[src/rtl/complement_stream_st.sv]
// Streaming DNA base complementer with optional per-beat lane reversal and a 2-entry skid buffer.
// Define COMPLEMENT_STREAM_IUPAC_EN to also complement IUPAC ambiguity codes.
module complement_stream_st #(
  parameter int unsigned LANES   = 4,
  parameter int unsigned COUNT_W = 32
) (
  input  logic                 clock,
  input  logic                 reset,
  input  logic                 in_valid,
  output logic                 in_ready,
  input  logic [8*LANES-1:0]   in_data,
  input  logic                 in_last,
  input  logic                 in_rev,
  output logic                 out_valid,
  input  logic                 out_ready,
  output logic [8*LANES-1:0]   out_data,
  output logic                 out_last,
  input  logic                 stat_clear,
  output logic [COUNT_W-1:0]   base_count,
  output logic [COUNT_W-1:0]   invalid_count
);

  localparam int unsigned DATA_W = 8 * LANES;
  localparam int unsigned INC_W  = $clog2(LANES + 1);

  typedef enum logic [1:0] {
    ST_EMPTY = 2'd0,
    ST_FULL  = 2'd1,
    ST_SKID  = 2'd2
  } state_t;

  state_t              state_q;
  state_t              state_d;
  logic [DATA_W-1:0]   skid_data_q;
  logic                skid_last_q;
  logic [DATA_W-1:0]   beat_c;
  logic [INC_W-1:0]    inv_cnt_c;
  logic                accept_c;
  logic                load_main_in_c;
  logic                load_main_skid_c;
  logic                load_skid_c;
  logic [COUNT_W:0]    base_sum_c;
  logic [COUNT_W:0]    inv_sum_c;

  // Returns {invalid, complemented byte}; unknown bytes pass through flagged invalid.
  function automatic logic [8:0] comp_byte(input logic [7:0] b);
    logic [8:0] r;
    r = {1'b0, b};
    case (b)
      "A": r[7:0] = "T";
      "T": r[7:0] = "A";
      "C": r[7:0] = "G";
      "G": r[7:0] = "C";
      "a": r[7:0] = "t";
      "t": r[7:0] = "a";
      "c": r[7:0] = "g";
      "g": r[7:0] = "c";
      "N", "n": r[7:0] = b;
`ifdef COMPLEMENT_STREAM_IUPAC_EN
      "R": r[7:0] = "Y";
      "Y": r[7:0] = "R";
      "K": r[7:0] = "M";
      "M": r[7:0] = "K";
      "B": r[7:0] = "V";
      "V": r[7:0] = "B";
      "D": r[7:0] = "H";
      "H": r[7:0] = "D";
      "r": r[7:0] = "y";
      "y": r[7:0] = "r";
      "k": r[7:0] = "m";
      "m": r[7:0] = "k";
      "b": r[7:0] = "v";
      "v": r[7:0] = "b";
      "d": r[7:0] = "h";
      "h": r[7:0] = "d";
      "S", "W", "s", "w": r[7:0] = b;
`endif
      default: r = {1'b1, b};
    endcase
    return r;
  endfunction

  // Per-lane complement with optional lane reversal, plus invalid-lane tally.
  always_comb begin
    logic [7:0] src;
    logic [8:0] res;
    beat_c    = '0;
    inv_cnt_c = '0;
    src       = '0;
    res       = '0;
    for (int k = 0; k < int'(LANES); k++) begin
      src = in_rev ? in_data[8*(int'(LANES)-1-k) +: 8] : in_data[8*k +: 8];
      res = comp_byte(src);
      beat_c[8*k +: 8] = res[7:0];
      inv_cnt_c = inv_cnt_c + INC_W'(res[8]);
    end
  end

  assign accept_c = in_valid & in_ready;

  // Next-state and storage-steering decode.
  always_comb begin
    state_d          = state_q;
    load_main_in_c   = 1'b0;
    load_main_skid_c = 1'b0;
    load_skid_c      = 1'b0;
    case (state_q)
      ST_EMPTY: begin
        if (accept_c) begin
          load_main_in_c = 1'b1;
          state_d        = ST_FULL;
        end
      end
      ST_FULL: begin
        if (out_ready) begin
          if (accept_c) load_main_in_c = 1'b1;
          else          state_d        = ST_EMPTY;
        end else if (accept_c) begin
          load_skid_c = 1'b1;
          state_d     = ST_SKID;
        end
      end
      ST_SKID: begin
        if (out_ready) begin
          load_main_skid_c = 1'b1;
          state_d          = ST_FULL;
        end
      end
      default: state_d = ST_EMPTY;
    endcase
  end

  assign base_sum_c = {1'b0, base_count} + (COUNT_W+1)'(LANES);
  assign inv_sum_c  = {1'b0, invalid_count} + (COUNT_W+1)'(inv_cnt_c);

  always_ff @(posedge clock or negedge reset) begin
    if (!reset) begin
      state_q       <= ST_EMPTY;
      in_ready      <= 1'b1;
      out_valid     <= 1'b0;
      out_data      <= '0;
      out_last      <= 1'b0;
      skid_data_q   <= '0;
      skid_last_q   <= 1'b0;
      base_count    <= '0;
      invalid_count <= '0;
    end else begin
      state_q   <= state_d;
      in_ready  <= (state_d != ST_SKID);
      out_valid <= (state_d != ST_EMPTY);
      if (load_main_in_c) begin
        out_data <= beat_c;
        out_last <= in_last;
      end else if (load_main_skid_c) begin
        out_data <= skid_data_q;
        out_last <= skid_last_q;
      end
      if (load_skid_c) begin
        skid_data_q <= beat_c;
        skid_last_q <= in_last;
      end
      // Clear wins over a same-cycle accept; counters saturate instead of wrapping.
      if (stat_clear) begin
        base_count    <= '0;
        invalid_count <= '0;
      end else if (accept_c) begin
        base_count    <= base_sum_c[COUNT_W] ? '1 : base_sum_c[COUNT_W-1:0];
        invalid_count <= inv_sum_c[COUNT_W]  ? '1 : inv_sum_c[COUNT_W-1:0];
      end
    end
  end

endmodule

[config.mk]
export PLATFORM = sky130hd
export DESIGN_NAME = complement_stream_st
export DESIGN_NICKNAME = d
export VERILOG_FILES = /design/src/rtl/complement_stream_st.sv
export SDC_FILE = /design/constraint.sdc
export NUM_CORES = 1
export LEC_CHECK = 0
export ABC_AREA = 1
export CORE_AREA = 10 10 175 136
export CTS_CLUSTER_DIAMETER = 120
export CTS_CLUSTER_SIZE = 14
export DETAILED_ROUTE_END_ITERATION = 8
export DIE_AREA = 0 0 185 146
export SYNTH_ARGS = -nofsm -noshare
export SYNTH_HDL_FRONTEND = slang
export SYNTH_SLANG_ARGS = --single-unit
[constraint.sdc]
create_clock -name clock -period 3.8 [get_ports clock]
set_clock_uncertainty 0.2 [all_clocks]
set_input_delay 0.76 -clock clock [delete_from_list [all_inputs] [get_ports clock]]
set_output_delay 0.76 -clock clock [all_outputs]
set_load 0.02 [all_outputs]
==> flow_summary_export.csv, run 1 <==
group,metric,value,unit
route,ant_nets,0,
route,drt_iter0_drc,863,
clock_network,cts_tree,"done",
layout,fillCellCount,1973,
setup_path,worstPathRequired,3910,ps
logic_synthesis,seq_area_frac_synth,0.404,
sta,finalSetupViolations,10,
sta,fin_ws,-62.9,ps
sta,finalCritPeriodShare,1.02,
power_and_ir_drop,ir_worst_vdd,0.307,mV
layout,fin_util,0.574,
place,place_hpwl,20.2,mm
logic_synthesis,yosysWarningCount,0,
setup_path,worstSetupEndpointType,"flop",
clock_network,root_buffer,"clkbuf_16",
sta,max_slew_margin,0.486,
setup_path,reg2reg_setup_slack,840,ps
floorplanning,core_area,20600,um^2
clock_network,cts_buffers,17,
setup_path,criticalPathCategory,"in2reg",
clock_network,cts_sinks,133,
logic_synthesis,yosysMostFrequentCell,"nand2_1",
logic_synthesis,synth.largest_area_cell,"dfrtp_1",
setup_path,start_kind,"input port",
logic_synthesis,postSynthAreaPerCell,6.85,um^2
logic_synthesis,ys.flop_type,"dfrtp_1",
logic_synthesis,synth.distinct_cells,41,
route,routed_wl,28.0,mm
power_and_ir_drop,power.leakage,5.60,nW
sta,rsz0062_at_grt,"yes",
job,drv_cap,0,
sta,hold_violations,0,
sta,max_freq,0.259,GHz
route,wl_per_cell,16.1,um
floorplanning,die_y,146,um
power_and_ir_drop,p_total,5.17,mW
floorplanning,die-area,27000,um^2
route,dr_total_vias,8769,
logic_synthesis,synthTopCellsByArea,"dfrtp_1, nand2_1, inv_1",
floorplanning,start_util,0.400,
global_routing,track_usage,0.208,
layout,drive_gt1_frac,0.196,
layout,n_antenna_cell,0,
logic_synthesis,synth_edf_count,0,
power_and_ir_drop,cellPowerDensity,437,nW/um^2
status,violations,"setup timing",
layout,multi_input_area,4500,um^2
logic_synthesis,synth_top_area_share,0.401,
sta,drv_slew,0,
logic_synthesis,syn_area,8240,um^2
place,preCtsSetupSlack,-779,ps
clock_network,clkLatencyLatePin,420,ps
clock_network,cts.path.max_buffers,2,
logic_synthesis,async_flop_share,1.00,
layout,synthToLayoutAreaGrowth,43.5,%
layout,regArea,3330,um^2
route,avgViaCountPerCell,5.04,
route,drt_first_pass_iters,5,
status,status,"finished with violations",
global_routing,grt_pass1_wl,45.1,mm
route,drc,0,
logic_synthesis,synth_common_cells,"nand2_1, inv_1, dfrtp_1",
setup_path,worstPathArrival,3970,ps
sta,period_needed,3860,ps
sta,worst_slew_pin_slew,769,ps
place,io_buffers,137,
floorplanning,rows,46,
layout,fin_nets,1508,
global_routing,grt.overflow.total,0,
sta,hold_slack,109,ps
floorplanning,die_w,185,um
clock_network,postCtsHoldBufs,0,
logic_synthesis,synth_seq_cells,133,
place,gp_congestion,0.932,
clock_network,htree_levels,4,
setup_path,cp_max_fo,3,
global_routing,antenna_found_initial,0,
floorplanning,pin_count,138,
logic_synthesis,synthesis.nets,1248,
global_routing,grt_max_degree,62,
logic_synthesis,netlist_instances,1204,
min_path,hp-class,"in2async",
global_routing,first_global_vias,8383,
clock_network,clk_pin_slew,70,ps
kinds of logic (layout without fill, tap and decap cells):
| logic type | after synthesis | after routing | share of synthesized area |
|---|---|---|---|
| AND/OR/NAND/NOR | 714 | 714 | 0.362 |
| buffers and inverters | 176 | 449 | 0.0922 |
| AO/OA/AOI/OAI | 154 | 154 | 0.109 |
| flip-flops | 133 | 133 | 0.404 |
| XOR/XNOR | 22 | 22 | 0.0234 |
| adder cells (fa/ha/maj) | 5 | 5 | 0.0103 |
flip-flops by register name (all words and copies together), names as in the netlist:
signal / cells
skid_data_q: 32
out_data: 32
base_count: 31
skid_last_q: 1
out_last: 1
state_q: 2
in_ready: 1
out_valid: 1
invalid_count: 32
cell usage in the layout, fill, tap and decap left out, types with 5 or more instances in the layout:
| master | n |
|---|---|
| a31oi_1 | 6 |
| clkbuf_16 | 20 |
| o21ai_2 | 9 |
| nor2_2 | 8 |
| nor3_1 | 30 |
| buf_12 | 6 |
| nand4_1 | 12 |
| o211ai_1 | 19 |
| o21ai_1 | 30 |
| nand2_4 | 5 |
| inv_6 | 8 |
| a21oi_1 | 7 |
| o21ai_0 | 65 |
| nand2_1 | 423 |
| o21ai_4 | 7 |
| buf_4 | 129 |
| nor2_1 | 101 |
| nand3_2 | 17 |
| xor2_1 | 17 |
| dfrtp_1 | 132 |
| nor2_4 | 7 |
| clkinvlp_4 | 5 |
| nand3_1 | 66 |
| nand2_2 | 29 |
| inv_1 | 122 |
| buf_6 | 5 |
| inv_2 | 14 |
| dlygate4sd2_1 | 19 |
| clkdlybuf4s50_1 | 114 |
timing repair:
action,in CTS,in global routing
pin swaps,21,9
setup endpoints to repair,32,32
gates resized for setup,77,29
gates cloned,3,2
buffers inserted,19,4
per-stage QoR:
stage          area, um^2  cells  setup TNS (ps)
6_report            11800   1741            -148
5_1_grt             11800   1741           -6720
4_1_cts             11700   1735           -19.4
3_5_place_dp        10700   1682          -23290
3_3_place_gp        10700   1682          -20960
2_1_floorplan        8360   1204           -4840
final timing paths:
kind                                              startpoint                            end  depth (start not counted)
worst max register to register  invalid_count[0]$_DFFE_PN0P_  invalid_count[16]$_DFFE_PN0P_                         15
max in group asynchronous                              reset   invalid_count[9]$_DFFE_PN0P_                          2
worst max-delay path                              in_data[7]  invalid_count[16]$_DFFE_PN0P_                         22
worst min-delay path                                   reset       out_data[12]$_DFFE_PN0P_                          1
min in group clock               skid_data_q[26]$_DFFE_PN0P_    skid_data_q[26]$_DFFE_PN0P_                          2
worst min register to register   skid_data_q[26]$_DFFE_PN0P_    skid_data_q[26]$_DFFE_PN0P_                          2
metal layers:
metal	GRT usage	wire, um
met1	0.301	13400
met3	0.0499	2050
met4	0.0401	341
met2	0.307	12200
met5	0	0
critical path, stage by stage:
cell             delay (ps)
clkdlybuf4s50_1         470
inv_2                    40
nand2_2                  60
o21ai_2                  70
nand2_2                 110
nor2_4                   50
o211ai_2                 90
nand3_2                 110
fa_1                    520
inv_2                    40
fa_2                    400
fa_2                    400
nand3_4                 110
nor3_4                   50
nand2_2                  90
nor2_4                   40
buf_4                   120
buf_4                   120
xor2_1                  150
nand2_2                  50
nand2_1                  50
o21ai_1                  50
power by group:
part | total, mW | switching, mW | leakage, nW | internal, mW
Clock | 1.57 | 0.720 | 0.252 | 0.851
Combinational | 1.62 | 0.898 | 3.61 | 0.721
Sequential | 1.98 | 0.201 | 1.73 | 1.78
area by class of cell:
class                      instances  area share
clock buffer                      18      0.0363
clock inverter                    14     0.00984
inverter                         137      0.0437
multi-input combinational        895       0.380
sequential                       133       0.282
tap                              264      0.0279
timing repair buffer             280       0.220
No activity file was read; power rests on OpenSTA's default activity.
==> run 2, diff against run 1 <==
==> constraint.sdc (replaced) <==
create_clock -name clock -period 3.8 [get_ports clock]
set_clock_uncertainty 0.2 [all_clocks]
set_input_delay 0.57 -clock clock [delete_from_list [all_inputs] [get_ports clock]]
set_output_delay 0.57 -clock clock [all_outputs]
set_load 0.02 [all_outputs]
==> flow_summary_export.csv, run 2 (synthesis gave the netlist of run 1 again) <==
group,metric,value,unit
setup_path,timing.rr.start,"invalid_count[0]$_DFFE_PN0P_",
sta,finalCritPeriodShare,0.966,
place,io_buffers,137,
setup_path,worst-path-buf-inv,3,
setup_path,worstSetupEndpointType,"flop",
place,place_inst,1668,
route,dr_total_vias,8553,
sta,max_slew_margin,0.449,
layout,synthToLayoutAreaGrowth,42.5,%
sta,rsz0062_at_grt,"yes",
layout,top_regs,"invalid_count x32, out_data x32, skid_data_q x32",
status,status,"finished, final reports clean",
power_and_ir_drop,cellPowerDensity,457,nW/um^2
layout,layout_common_cells,"nand2_1, dfrtp_1, inv_1",
layout,fin_util,0.570,
clock_network,clk_pin_slew,60,ps
global_routing,grt_max_degree,68,
route,drc,0,
setup_path,worst_path_dominant_cell_family,"simple AND/OR/NAND/NOR gates",
global_routing,first_global_vias,7964,
job,drv_cap,0,
min_path,hold_start,"skid_data_q[26]$_DFFE_PN0P_",
floorplanning,start_util,0.400,
setup_path,reg2reg_setup_slack,870,ps
route,drt_first_pass_iters,4,
global_routing,grt.overflow.total,0,
min_path,hp-class,"reg2reg",
setup_path,crit_path_frequent_cell,"nand2_1",
sta,drv_slew,0,
layout,final_cells,1722,
min_path,whs_endpoint,"skid_data_q[26]$_DFFE_PN0P_",
power_and_ir_drop,ir_worst_vdd,0.286,mV
route,routed_wl,27.2,mm
floorplanning,rows,46,
power_and_ir_drop,power.leakage,5.61,nW
floorplanning,die_w,185,um
setup_path,r2r_cells,14,
place,place_hpwl,19.4,mm
layout,drive_gt1_frac,0.166,
setup_path,cp_cell_sequence,"clkdlybuf4s50_1 -> o21ai_4 -> nand3_1 -> nor2_1 -> nand2_1 -> nand3_2 -> fa_1 -> inv_2 -> fa_2 -> fa_2 -> nand3_4 -> nor3_4 -> nand2_2 -> nor2_4 -> nand4_4 -> clkbuf_16 -> nand2_1 -> nand2_1 -> o21ai_1",
route,ant_nets,0,
sta,finalSetupViolations,0,
setup_path,worstPathRequired,3940,ps
floorplanning,core_area,20600,um^2
sta,hold_violations,0,
layout,fin_nets,1489,
setup_path,start_kind,"input port",
setup_path,slowest_stage,"clkdlybuf4s50_1",
layout,layout.cell_area.non_filler,11700,um^2
layout,n_antenna_cell,0,
route,drt_iter0_drc,729,
floorplanning,die-area,27000,um^2
setup_path,max_stage_delay,470,ps
floorplanning,pin_count,138,
min_path,holdPathStages,2,
clock_network,cts.path.max_buffers,2,
place,gp_congestion,0.877,
global_routing,antenna_found_initial,0,
setup_path,cp_max_fo,6,
clock_network,clkLatencyLatePin,420,ps
clock_network,cts_buffers,17,
power_and_ir_drop,p_total,5.36,mW
route,avgViaCountPerCell,4.97,
sta,period_needed,3670,ps
setup_path,criticalPathCategory,"in2reg",
clock_network,root_buffer,"clkbuf_16",
place,postPlaceCellArea,10600,um^2
clock_network,cts_tree,"done",
clock_network,htree_levels,4,
sta,max_freq,0.272,GHz
global_routing,grt_pass1_wl,42.8,mm
sta,setup-tns-final,0,ps
setup_path,r2r-end,"invalid_count[9]$_DFFE_PN0P_",
clock_network,cts_sinks,133,
setup_path,worstPathArrival,3820,ps
layout,layout_commonest_cell,"nand2_1",
floorplanning,die_y,146,um
global_routing,track_usage,0.197,
sta,worst_slew_pin_slew,825,ps
route,wl_per_cell,15.8,um
[run 2: changes by cell type in the layout (fill, tap and decap cells not counted), sizes merged, moves of 3 or more]
| cell | delta |
|---|---|
| buf | -22 |
| dlymetal6s2s | +22 |
| dlygate4sd2 | -19 |
| clkinv | +6 |
| inv | -6 |
| bufinv | +4 |
| clkinvlp | -4 |
| clkbuf | +3 |
[run 2: layout make-up]
type / count / area (um^2)
Clock buffer: 18 / 429
Clock inverter: 14 / 203
Fill cell: 1955 / 8860
Inverter: 137 / 517
Multi-Input combinational cell: 895 / 4380
Sequential cell: 133 / 3330
Tap cell: 264 / 330
Timing Repair Buffer: 261 / 2560
[run 2: metrics by stage]
stage,setup WS (ps),hold slack [ps]
final,128,277
after detailed placement,-497,270
after floorplan,2.78,74.4
after global placement,-447,263
after CTS,-17.2,286
after global routing,-39.1,298
[run 2: worst max-delay path by stage]
| stage | cells past startpoint | start | endpoint |
|---|---|---|---|
| 2_1_floorplan | 21 | in_rev | invalid_count[11]$_DFFE_PN0P_ |
| 3_3_place_gp | 23 | in_data[23] | invalid_count[14]$_DFFE_PN0P_ |
| 3_5_place_dp | 19 | in_data[15] | invalid_count[10]$_DFFE_PN0P_ |
| 4_1_cts | 19 | in_data[15] | invalid_count[3]$_DFFE_PN0P_ |
| 5_1_grt | 23 | in_rev | invalid_count[9]$_DFFE_PN0P_ |
| 6_report | 19 | in_data[27] | invalid_count[9]$_DFFE_PN0P_ |
[run 2: worst register-to-register path, delay by kind of cell, from the launching register on]
kind	cells	cell delay (ps)
AO/OA/AOI/OAI	1	60
adder cells (fa/ha/maj)	3	1320
buffers and inverters	3	310
flip-flops	1	340
AND/OR/NAND/NOR	7	570
[run 2: report_power, final]
| group | internal, mW | switching (mW) | total, mW |
|---|---|---|---|
| clock | 1.11 | 0.686 | 1.79 |
| sequential | 1.78 | 0.198 | 1.97 |
| combinational | 0.707 | 0.889 | 1.60 |
| total | 3.59 | 1.77 | 5.36 |
[run 2: routing by layer]
metal | GRT usage | routed length, um
met4 | 0.0446 | 313
met2 | 0.284 | 11800
met1 | 0.289 | 13400
met3 | 0.0457 | 1680
met5 | 0 | 0
[run 2: what timing repair did]
| action | in CTS | in global routing |
|---|---|---|
| setup endpoints to repair | 28 | 32 |
| gates resized for setup | 5 | 82 |
| hold endpoints to repair | 17 | 0 |
| cloned | 0 | 7 |
| hold buffers | 1 | 0 |
| pin swaps | 5 | 20 |
| setup buffers | 1 | 13 |
==> run 3, diff against run 2 <==
CORE_AREA = 10 10 161 163   (was 10 10 175 136)
DIE_AREA = 0 0 171 173   (was 0 0 185 146)
GPL_TIMING_DRIVEN = 0   (was unset)
==> flow_summary_export.csv, run 3 (synthesis gave the netlist of run 1 again) <==
group,metric,value,unit
clock_network,cts_buffers,17,
place,gp_congestion,0.921,
layout,synthToLayoutAreaGrowth,46.3,%
setup_path,worstPathArrival,3990,ps
layout,fin_nets,1521,
route,drt_first_pass_iters,8,
sta,finalCritPeriodShare,1.00,
sta,hold_violations,0,
route,drc,0,
sta,finalSetupViolations,2,
floorplanning,pin_count,138,
route,wl_per_cell,18.1,um
power_and_ir_drop,power.leakage,5.68,nW
status,status,"finished with violations",
floorplanning,die-area,29600,um^2
global_routing,grt_pass1_wl,48.4,mm
layout,layout_commonest_cell,"nand2_1",
route,drt_iter0_drc,815,
sta,rsz0062_at_grt,"yes",
setup_path,crit_path_frequent_cell,"buf_4",
global_routing,track_usage,0.207,
place,io_buffers,136,
floorplanning,rows,55,
sta,period_needed,3810,ps
setup_path,timing.rr.start,"invalid_count[0]$_DFFE_PN0P_",
min_path,hp-class,"reg2reg",
layout,layout.cell_area.non_filler,12100,um^2
place,place_hpwl,21.2,mm
clock_network,cts_sinks,133,
clock_network,cts_tree,"done",
clock_network,htree_levels,4,
setup_path,start_kind,"input port",
setup_path,reg2reg_setup_slack,870,ps
sta,fin_ws,-5.04,ps
job,drv_cap,0,
sta,max_slew_margin,0.535,
setup_path,r2r_cells,15,
floorplanning,core_area,22600,um^2
setup_path,slowest_stage,"o21ai_4",
setup_path,cp-endpoint,"out_data[10]$_DFFE_PN0P_",
layout,layout_common_cells,"nand2_1, dfrtp_1, inv_1",
setup_path,worst-path-buf-inv,20,
route,avgViaCountPerCell,5.18,
status,violations,"setup timing",
floorplanning,die_w,171,um
power_and_ir_drop,cellPowerDensity,458,nW/um^2
global_routing,grt_max_degree,94,
layout,n_antenna_cell,0,
setup_path,worst_path_dominant_cell_family,"buffers and inverters",
setup_path,max_stage_delay,180,ps
setup_path,worstPathRequired,3980,ps
route,routed_wl,32.1,mm
route,dr_total_vias,9183,
power_and_ir_drop,ir_worst_vdd,0.274,mV
setup_path,cp_max_fo,4,
clock_network,clkLatencyLatePin,440,ps
clock_network,root_buffer,"clkbuf_16",
global_routing,first_global_vias,8870,
setup_path,worstSetupEndpointType,"flop",
sta,drv_slew,0,
place,postPlaceCellArea,10000,um^2
route,ant_nets,0,
place,preCtsSetupSlack,-884,ps
setup_path,startpoint,"in_rev",
layout,drive_gt1_frac,0.189,
setup_path,criticalPathCategory,"in2reg",
setup_path,crit_cells,27,
floorplanning,die_y,173,um
clock_network,clk_pin_slew,70,ps
clock_network,cts.path.max_buffers,2,
global_routing,grt.overflow.total,0,
setup_path,r2r-end,"invalid_count[31]$_DFFE_PN0P_",
layout,top_regs,"invalid_count x32, out_data x32, skid_data_q x32",
sta,worst_slew_pin_slew,698,ps
sta,max_freq,0.263,GHz
floorplanning,start_util,0.365,
global_routing,antenna_found_initial,0,
run 3: cell count changes in the layout (fill, tap and decap cells not counted), sizes merged, moves of 2 or more:
cell / change
buf: +21
dlymetal6s2s: -11
clkbuf: +10
dlygate4sd2: +9
clkdlybuf4s15: +4
clkinv: -4
clkinvlp: +4
clkdlybuf4s50: -2
inv: -2
run 3: per-stage QoR:
step | hold WS, ps | std cells | setup TNS, ps | total power [mW] | util
CTS | 287 | 1752 | -1.33 | 5.44 | 0.514
floorplan | 74.4 | 1204 | 0 | 2.79 | -
finish | 280 | 1774 | -8.07 | 5.52 | 0.534
detailed placement | 272 | 1626 | -25500 | 3.51 | 0.445
global route | 308 | 1774 | -2320 | 5.79 | 0.534
global placement | 264 | 1625 | -514000 | 3.49 | 0.444
run 3: how the worst min path moves through the flow:
stage                                            from                           to  slack, ps  cells past startpoint
after floorplan                                 reset    base_count[0]$_DFFE_PN0P_         70                      0
after global placement    skid_data_q[16]$_DFFE_PN0P_  skid_data_q[16]$_DFFE_PN0P_        260                      2
after detailed placement      out_data[2]$_DFFE_PN0P_      out_data[2]$_DFFE_PN0P_        270                      2
after CTS                 skid_data_q[26]$_DFFE_PN0P_  skid_data_q[26]$_DFFE_PN0P_        290                      2
after global routing      skid_data_q[15]$_DFFE_PN0P_  skid_data_q[15]$_DFFE_PN0P_        310                      2
final                     skid_data_q[26]$_DFFE_PN0P_  skid_data_q[26]$_DFFE_PN0P_        280                      2
run 3: where the power goes:
part	leakage (nW)	switching, mW	internal, mW
clock	0.300	0.682	1.18
sequential	1.73	0.218	1.78
combinational	3.65	0.970	0.698
run 3: worst min-delay path, cell delays in order, from the launching register on:
cell,delay [ps]
dfrtp_1,340
nand2_1,50
nand2_1,60
run 3: metal layers:
| metal | global-route usage | vias to the layer above | part of all wire |
|---|---|---|---|
| met1 | 0.263 | 4310 | 0.43 |
| met2 | 0.329 | 390 | 0.46 |
| met3 | 0.0478 | 100 | 0.072 |
| met5 | 0 | - | 0 |
| met4 | 0.0848 | 0 | 0.038 |
| li1 | - | 4383 | - |
run 3: repair_timing:
item	CTS	global route
hold buffers	1	0
setup buffers	92	24
gates resized for setup	56	82
cloned	2	2
endpoints found under the hold margin	39	0
pin swaps	34	41
setup endpoints to repair	32	34
run 3: area by class of cell:
type	instances	area, um^2
fill	2126	10500
clock inverter	13	206
sequential	133	3330
inverter	137	519
buffer	37	270
clock buffer	18	439
timing repair buffer	256	2440
multi-input combinational	895	4500
tap	285	357
==> variant 1 (flow settings as in run 2) <==
`LANES`: 4 -> 8.
--- a/src/rtl/complement_stream_st.sv
+++ b/src/rtl/complement_stream_st.sv
@@ -3,3 +3,3 @@
 module complement_stream_st #(
-  parameter int unsigned LANES   = 4,
+  parameter int unsigned LANES   = 8,
   parameter int unsigned COUNT_W = 32
Ports: changed (resized in_data and out_data); port bits go from 138 to 202. No check against the original RTL was run, so the function may have changed too.
==> variant 1 against run 2 <==
  * The run now ends with negative hold slack, negative setup slack left
  * Design area rose by 49%
  * Worst hold slack got worse by 0.28 ns
  * Wire length rose by 81%
  * Synthesized area is 47% higher
  * First-iteration DRC count rose to 3.1 times the old value
  * Setup slack worse by 1.3 ns
  * Total power grew 63%
  * Sequential cell count grew 63
  * Largest cell class unchanged
==> variant 1: results (changes against run 2) <==
| Metric | Value |
|---|---|
| GR Util met1 | `0.4284 (+0.1390)` |
| Layout cell share with drive strength beyond 1 | `0.2152 (+0.04926)` |
| Post-synthesis adder-cell area fraction | `0.01550 (+0.005174)` |
| R2R depth | `18 (+4)` |
| Clock transition at path regs | `0.08 ns (+0.02 ns)` |
| Top cells by area, synth | `dfrtp_1 40%, nand2_1 20%, inv_1 6.1%` |
| Metal-1 WL | `18,280 um (+37%)` |
| Met3 usage | `0.09356 (+0.04790)` |
| First-pass detailed-route iteration total | `8 (+4)` |
| Routed vias/inst | `6.063 (+22%)` |
| GRT Total Usage | `0.3399 (+0.1428)` |
| Fill cell count | `1,151 (-41%)` |
| Final hold slack | `-0.001072 ns (-0.2786 ns)` |
| Nets | `2,235 (+50%)` |
| Tightest Pin Transition | `0.9962 ns (+0.1712 ns)` |
| GR Layer Usage met2 | `0.5189 (+0.2353)` |
| Final setup viols | `32 (+32)` |
| Hold crit path type | `in2async` |
| DR WL met3 | `6316 um (+280%)` |
| Pre-CTS setup slack | `-1.719 ns (-1.222 ns)` |
| Placer Congestion | `0.9338 (+6.5%)` |
| Sequential share of the synthesized area | `0.4051 (+0.001126)` |
| Fin worst setup slack | `-1.155 ns (-1.283 ns)` |
| DR WL/cell | `20.29 um (+28%)` |
| Run status | `complete, but fails checks` |
| Final Hold Fails | `2 (+2)` |
| Synth cell count leaders | `657 x nand2_1, 197 x inv_1, 195 x dfrtp_1, 132 x nor2_1, 106 x nand3_1` |
| CP max stage delay | `0.51 ns (+0.04 ns)` |
| Clock Latency Late Sink | `0.46 ns (+0.04 ns)` |
| Slowest CP cell | `fa_1` |
| Initial DRC Count | `2,254 (+210%)` |
| Maximum vdd ir drop | `398.6 uV (+39%)` |
| Worst Path Arrival | `5.11 ns (+1.29 ns)` |
| Largest net degree at the start of global routing | `105 (+54%)` |
| Final HPWL DP | `30,700 um (+58%)` |
| First-pass GRT wire length | `73,750 um (+72%)` |
| Post-Synth XOR/XNOR Area | `0.02025 (-0.003129)` |
| Syn nets | `1,821 (+46%)` |
| Initial antenna violation count | `2 (+2)` |
| Vias in the first global route | `14,090 (+77%)` |
| Delay-heaviest family, CP | `adder cells` |
| Largest regs | `out_data x64, skid_data_q x64, invalid_count x32` |
| Failing checks | `negative hold slack, negative setup slack` |
| Number of buffers added on ports | `201 (+47%)` |
## variant 1: area by class of cell
type / count / share of cell area
Antenna cell: 3 / 0.0004296
Clock buffer: 17 / 0.02435
Clock inverter: 15 / 0.01196
Inverter: 204 / 0.04425
Multi-Input combinational cell: 1269 / 0.3783
Sequential cell: 196 / 0.2808
Tap cell: 264 / 0.01890
Timing Repair Buffer: 464 / 0.2410
## variant 1: logic make-up after synthesis
logic type | count (synthesis)
xor gates and xnor gates | 28
adders and majority gates | 12
and+or+nand+nor | 998
buffers and inverters | 273
AOI/OAI and AO/OA | 231
DFF | 196
## variant 1: power breakdown
group	internal (mW)	total, mW	switching, mW	leakage, nW
registers	2.79	3.27	0.484	2.50
logic	1.48	3.50	2.03	5.78
clock network	1.02	1.98	0.968	0.308
## variant 1: repair_timing
item                       in CTS  in global routing
setup endpoints to repair      32                 38
buffers inserted               66                 13
hold buffers                    0                  0
resized for setup             129                 80
cloned                          4                  1
pin swaps                      51                 35
## variant 1: metrics by stage
step / cells / setup TNS, ns / util
2_1_floorplan: 1738 / -33.89 / -
3_3_place_gp: 2326 / -48.72 / 0.7607
3_5_place_dp: 2326 / -53.45 / 0.7607
4_1_cts: 2427 / -30.01 / 0.8345
5_1_grt: 2431 / -37.86 / 0.8479
6_report: 2432 / -33.50 / 0.8480
## variant 1: worst paths after layout
check | startpoint | to | slack (ns)
setup / recovery | in_data[10] | invalid_count[22] | -1.15
hold / removal | reset | out_data[46] | -0.001
setup reg to reg | invalid_count[0] | invalid_count[22] | -0.43
hold reg to reg | out_data[24] | out_data[24] | 0.28
max in group asynchronous | reset | skid_data_q[3] | 2.48
min in group clock | out_data[24] | out_data[24] | 0.28
==> variant 2 (config.mk and constraints of run 2) <==
Without the edit above. Register the output `base_count` once more, with the module's reset; this adds one clock of latency there. The other outputs are not delayed to match.
--- a/src/rtl/complement_stream_st.sv
+++ b/src/rtl/complement_stream_st.sv
@@ -30,2 +30,4 @@
   } state_t;
+
+  logic [COUNT_W-1:0] base_count_s0;
 
@@ -132,3 +134,3 @@
 
-  assign base_sum_c = {1'b0, base_count} + (COUNT_W+1)'(LANES);
+  assign base_sum_c = {1'b0, base_count_s0} + (COUNT_W+1)'(LANES);
   assign inv_sum_c  = {1'b0, invalid_count} + (COUNT_W+1)'(inv_cnt_c);
@@ -144,3 +146,3 @@
       skid_last_q   <= 1'b0;
-      base_count    <= '0;
+      base_count_s0 <= '0;
       invalid_count <= '0;
@@ -163,6 +165,6 @@
       if (stat_clear) begin
-        base_count    <= '0;
+        base_count_s0 <= '0;
         invalid_count <= '0;
       end else if (accept_c) begin
-        base_count    <= base_sum_c[COUNT_W] ? '1 : base_sum_c[COUNT_W-1:0];
+        base_count_s0 <= base_sum_c[COUNT_W] ? '1 : base_sum_c[COUNT_W-1:0];
         invalid_count <= inv_sum_c[COUNT_W]  ? '1 : inv_sum_c[COUNT_W-1:0];
@@ -172,2 +174,10 @@
 
+  always_ff @(posedge clock or negedge reset) begin
+    if (!reset) begin
+      base_count <= '0;
+    end else begin
+      base_count <= base_count_s0;
+    end
+  end
+
 endmodule
Behaviour: not the same (Yosys sat finds a counterexample within 4 cycles, from zero or initial values and one cycle with reset low).
==> variant 2 against run 2 <==
  * Wire length up 3.1%
  * Setup slack worse by 0.039 ns
  * Final cell count up 2.9%
  * Sequential share of layout area up 4.8 points
  * Utilization up 3.2 points
  * Design area up 5.5%
  * Synthesized area up 9.7%
  * Total power up 3.9%
  * Clock power down 4%
  * Sequential cell count up 31
  * Highest routed layer unchanged
  * Critical path depth up 1
  * Combinational power down 3%
==> variant 2: results (changes against run 2) <==
| Metric | Value |
|---|---|
| Largest regs | `invalid_count x32, out_data x32, skid_data_q x32` |
| Layout cell share with drive strength beyond 1 | `0.1651 (-0.0008614)` |
| Number of buffers added on ports | `137 (unchanged)` |
| Initial DRC Count | `826 (+13%)` |
| Sequential share of the synthesized area | `0.4542 (+0.05027)` |
| Worst Path Arrival | `3.79 ns (-0.03 ns)` |
| Delay-heaviest family, CP | `adder cells` |
| Vias in the first global route | `8,515 (+6.9%)` |
| Crit Path Max Fanout | `7 (+1)` |
| Initial antenna violation count | `0 (unchanged)` |
| R2R depth | `14 (unchanged)` |
| Synth unique cells | `39 (-4.9%)` |
| Synth cell count leaders | `494 x nand2_1, 163 x dfrtp_1, 120 x inv_1, 108 x nor2_1, 84 x o21ai_0` |
| H-Tree Depth | `4 (unchanged)` |
| CTS Buf Count | `17 (unchanged)` |
| Leak | `6.026 nW (+7.3%)` |
| Yosys Warn Count | `0 (unchanged)` |
| Top cells by area, synth | `dfrtp_1 45%, nand2_1 21%, inv_1 5.0%` |
| GRT Total Usage | `0.2059 (+0.008798)` |
| Tightest Pin Transition | `0.9452 ns (+0.1202 ns)` |
| Clock buffer depth | `2 (unchanged)` |
| Run status | `completed` |
| First-pass GRT wire length | `44,720 um (+4.4%)` |
| Fill cell count | `1,948 (-0.36%)` |
| FF-to-FF Start | `invalid_count[0]` |
| Clock transition at path regs | `0.07 ns` |
| Hold crit path type | `in2async` |
| CTS root buffer | `clkbuf_16` |
| Nets | `1,539 (+3.4%)` |
| CP max stage delay | `0.52 ns (+0.05 ns)` |
| Routed WL | `28,050 um (+3.1%)` |
| Worst R2R End | `invalid_count[12]` |
| Placer Congestion | `0.8986 (+2.5%)` |
| Clock Latency Late Sink | `0.44 ns (+0.02 ns)` |
| First-pass detailed-route iteration total | `7 (+3)` |
| Syn nets | `1,301 (+4.2%)` |
| Routed via count | `8,815 (+3.1%)` |
| Maximum vdd ir drop | `318.0 uV (+11%)` |
| Placed Area | `11,370 um^2 (+7.4%)` |
| Diode count | `0 (unchanged)` |
| Final HPWL DP | `20,240 um (+4.4%)` |
| Largest net degree at the start of global routing | `103 (+51%)` |
| Slowest CP cell | `clkdlybuf4s50_1` |
| CTS Hold Buffers Added | `0 (-1)` |
| Ys async rst share | `1.000 (unchanged)` |
| R2R setup slack | `0.86 ns` |
## variant 2: changes by cell type after synthesis, moves of 5 or more
cell      change
inv_2         +6
o21ai_0      +14
nand2_1      +41
nand3b_1      +9
dfrtp_1      +31
inv_1        -15
clkbuf_1      +5
nand2_2      +13
buf_6         -6
o21ai_1      -18
nand3_1      -11
## variant 2: logic make-up after synthesis
group	Yosys count	synth area share
AO/OA/AOI/OAI	141	0.09027
XOR/XNOR	17	0.01647
adder cells (fa/ha/maj)	5	0.009414
buffers and inverters	168	0.07711
flip-flops	164	0.4542
AND/OR/NAND/NOR	762	0.3525
## variant 2: cell type report
type | count | area, um^2 | area share
Clock buffer | 17 | 425.4 | 0.03432
Inverter | 130 | 488.0 | 0.03937
Tap cell | 264 | 330.3 | 0.02665
Clock inverter | 15 | 160.2 | 0.01292
Timing Repair Buffer | 257 | 2422 | 0.1954
Multi-Input combinational cell | 925 | 4464 | 0.3602
Sequential cell | 164 | 4105 | 0.3312
## variant 2: timing repair
action / in CTS / in global routing
setup buffers: 4 / 11
gates cloned: 0 / 3
pin swaps: 2 / 32
resized for setup: 8 / 94
endpoints found under the setup margin: 32 / 32
## variant 2: layer usage
metal	wire, um	track usage	vias up	part of all wire
met5	0	0	-	0
met4	237	0.04258	0	0.0084
met3	1706	0.04516	24	0.061
met2	12390	0.3094	218	0.44
met1	13720	0.2958	4118	0.49
li1	-	-	4455	-
## variant 2: how the worst max path moves through the flow
| stage | start | to | slack (ns) | cells past startpoint |
|---|---|---|---|---|
| 6_report | in_data[17] | invalid_count[12] | 0.09 | 20 |
| 5_1_grt | in_data[14] | invalid_count[27] | -0.003 | 21 |
| 4_1_cts | in_data[16] | invalid_count[20] | 0.004 | 22 |
| 3_5_place_dp | in_rev | invalid_count[20] | -0.74 | 20 |
| 3_3_place_gp | in_rev | invalid_count[31] | -0.67 | 21 |
| 2_1_floorplan | in_rev | invalid_count[20] | 0.001 | 21 |
## variant 2: through the flow
stage,utilization,worst slack [ns],hold WS (ns),std cells,power [mW]
6_report,0.6016,0.08973,0.02823,1772,5.575
3_3_place_gp,0.5520,-0.6683,0.1575,1722,3.859
2_1_floorplan,-,0.001266,0.07441,1257,3.115
4_1_cts,0.5833,0.003865,0.07626,1758,5.612
3_5_place_dp,0.5520,-0.7411,0.1687,1722,3.877
5_1_grt,0.6016,-0.002584,0.1005,1772,5.908
## variant 2: report_power, final
group	leakage [nW]	internal, mW	switching [mW]
sequential	2.17	2.10	0.205
clock	0.282	0.878	0.831
combinational	3.57	0.683	0.875
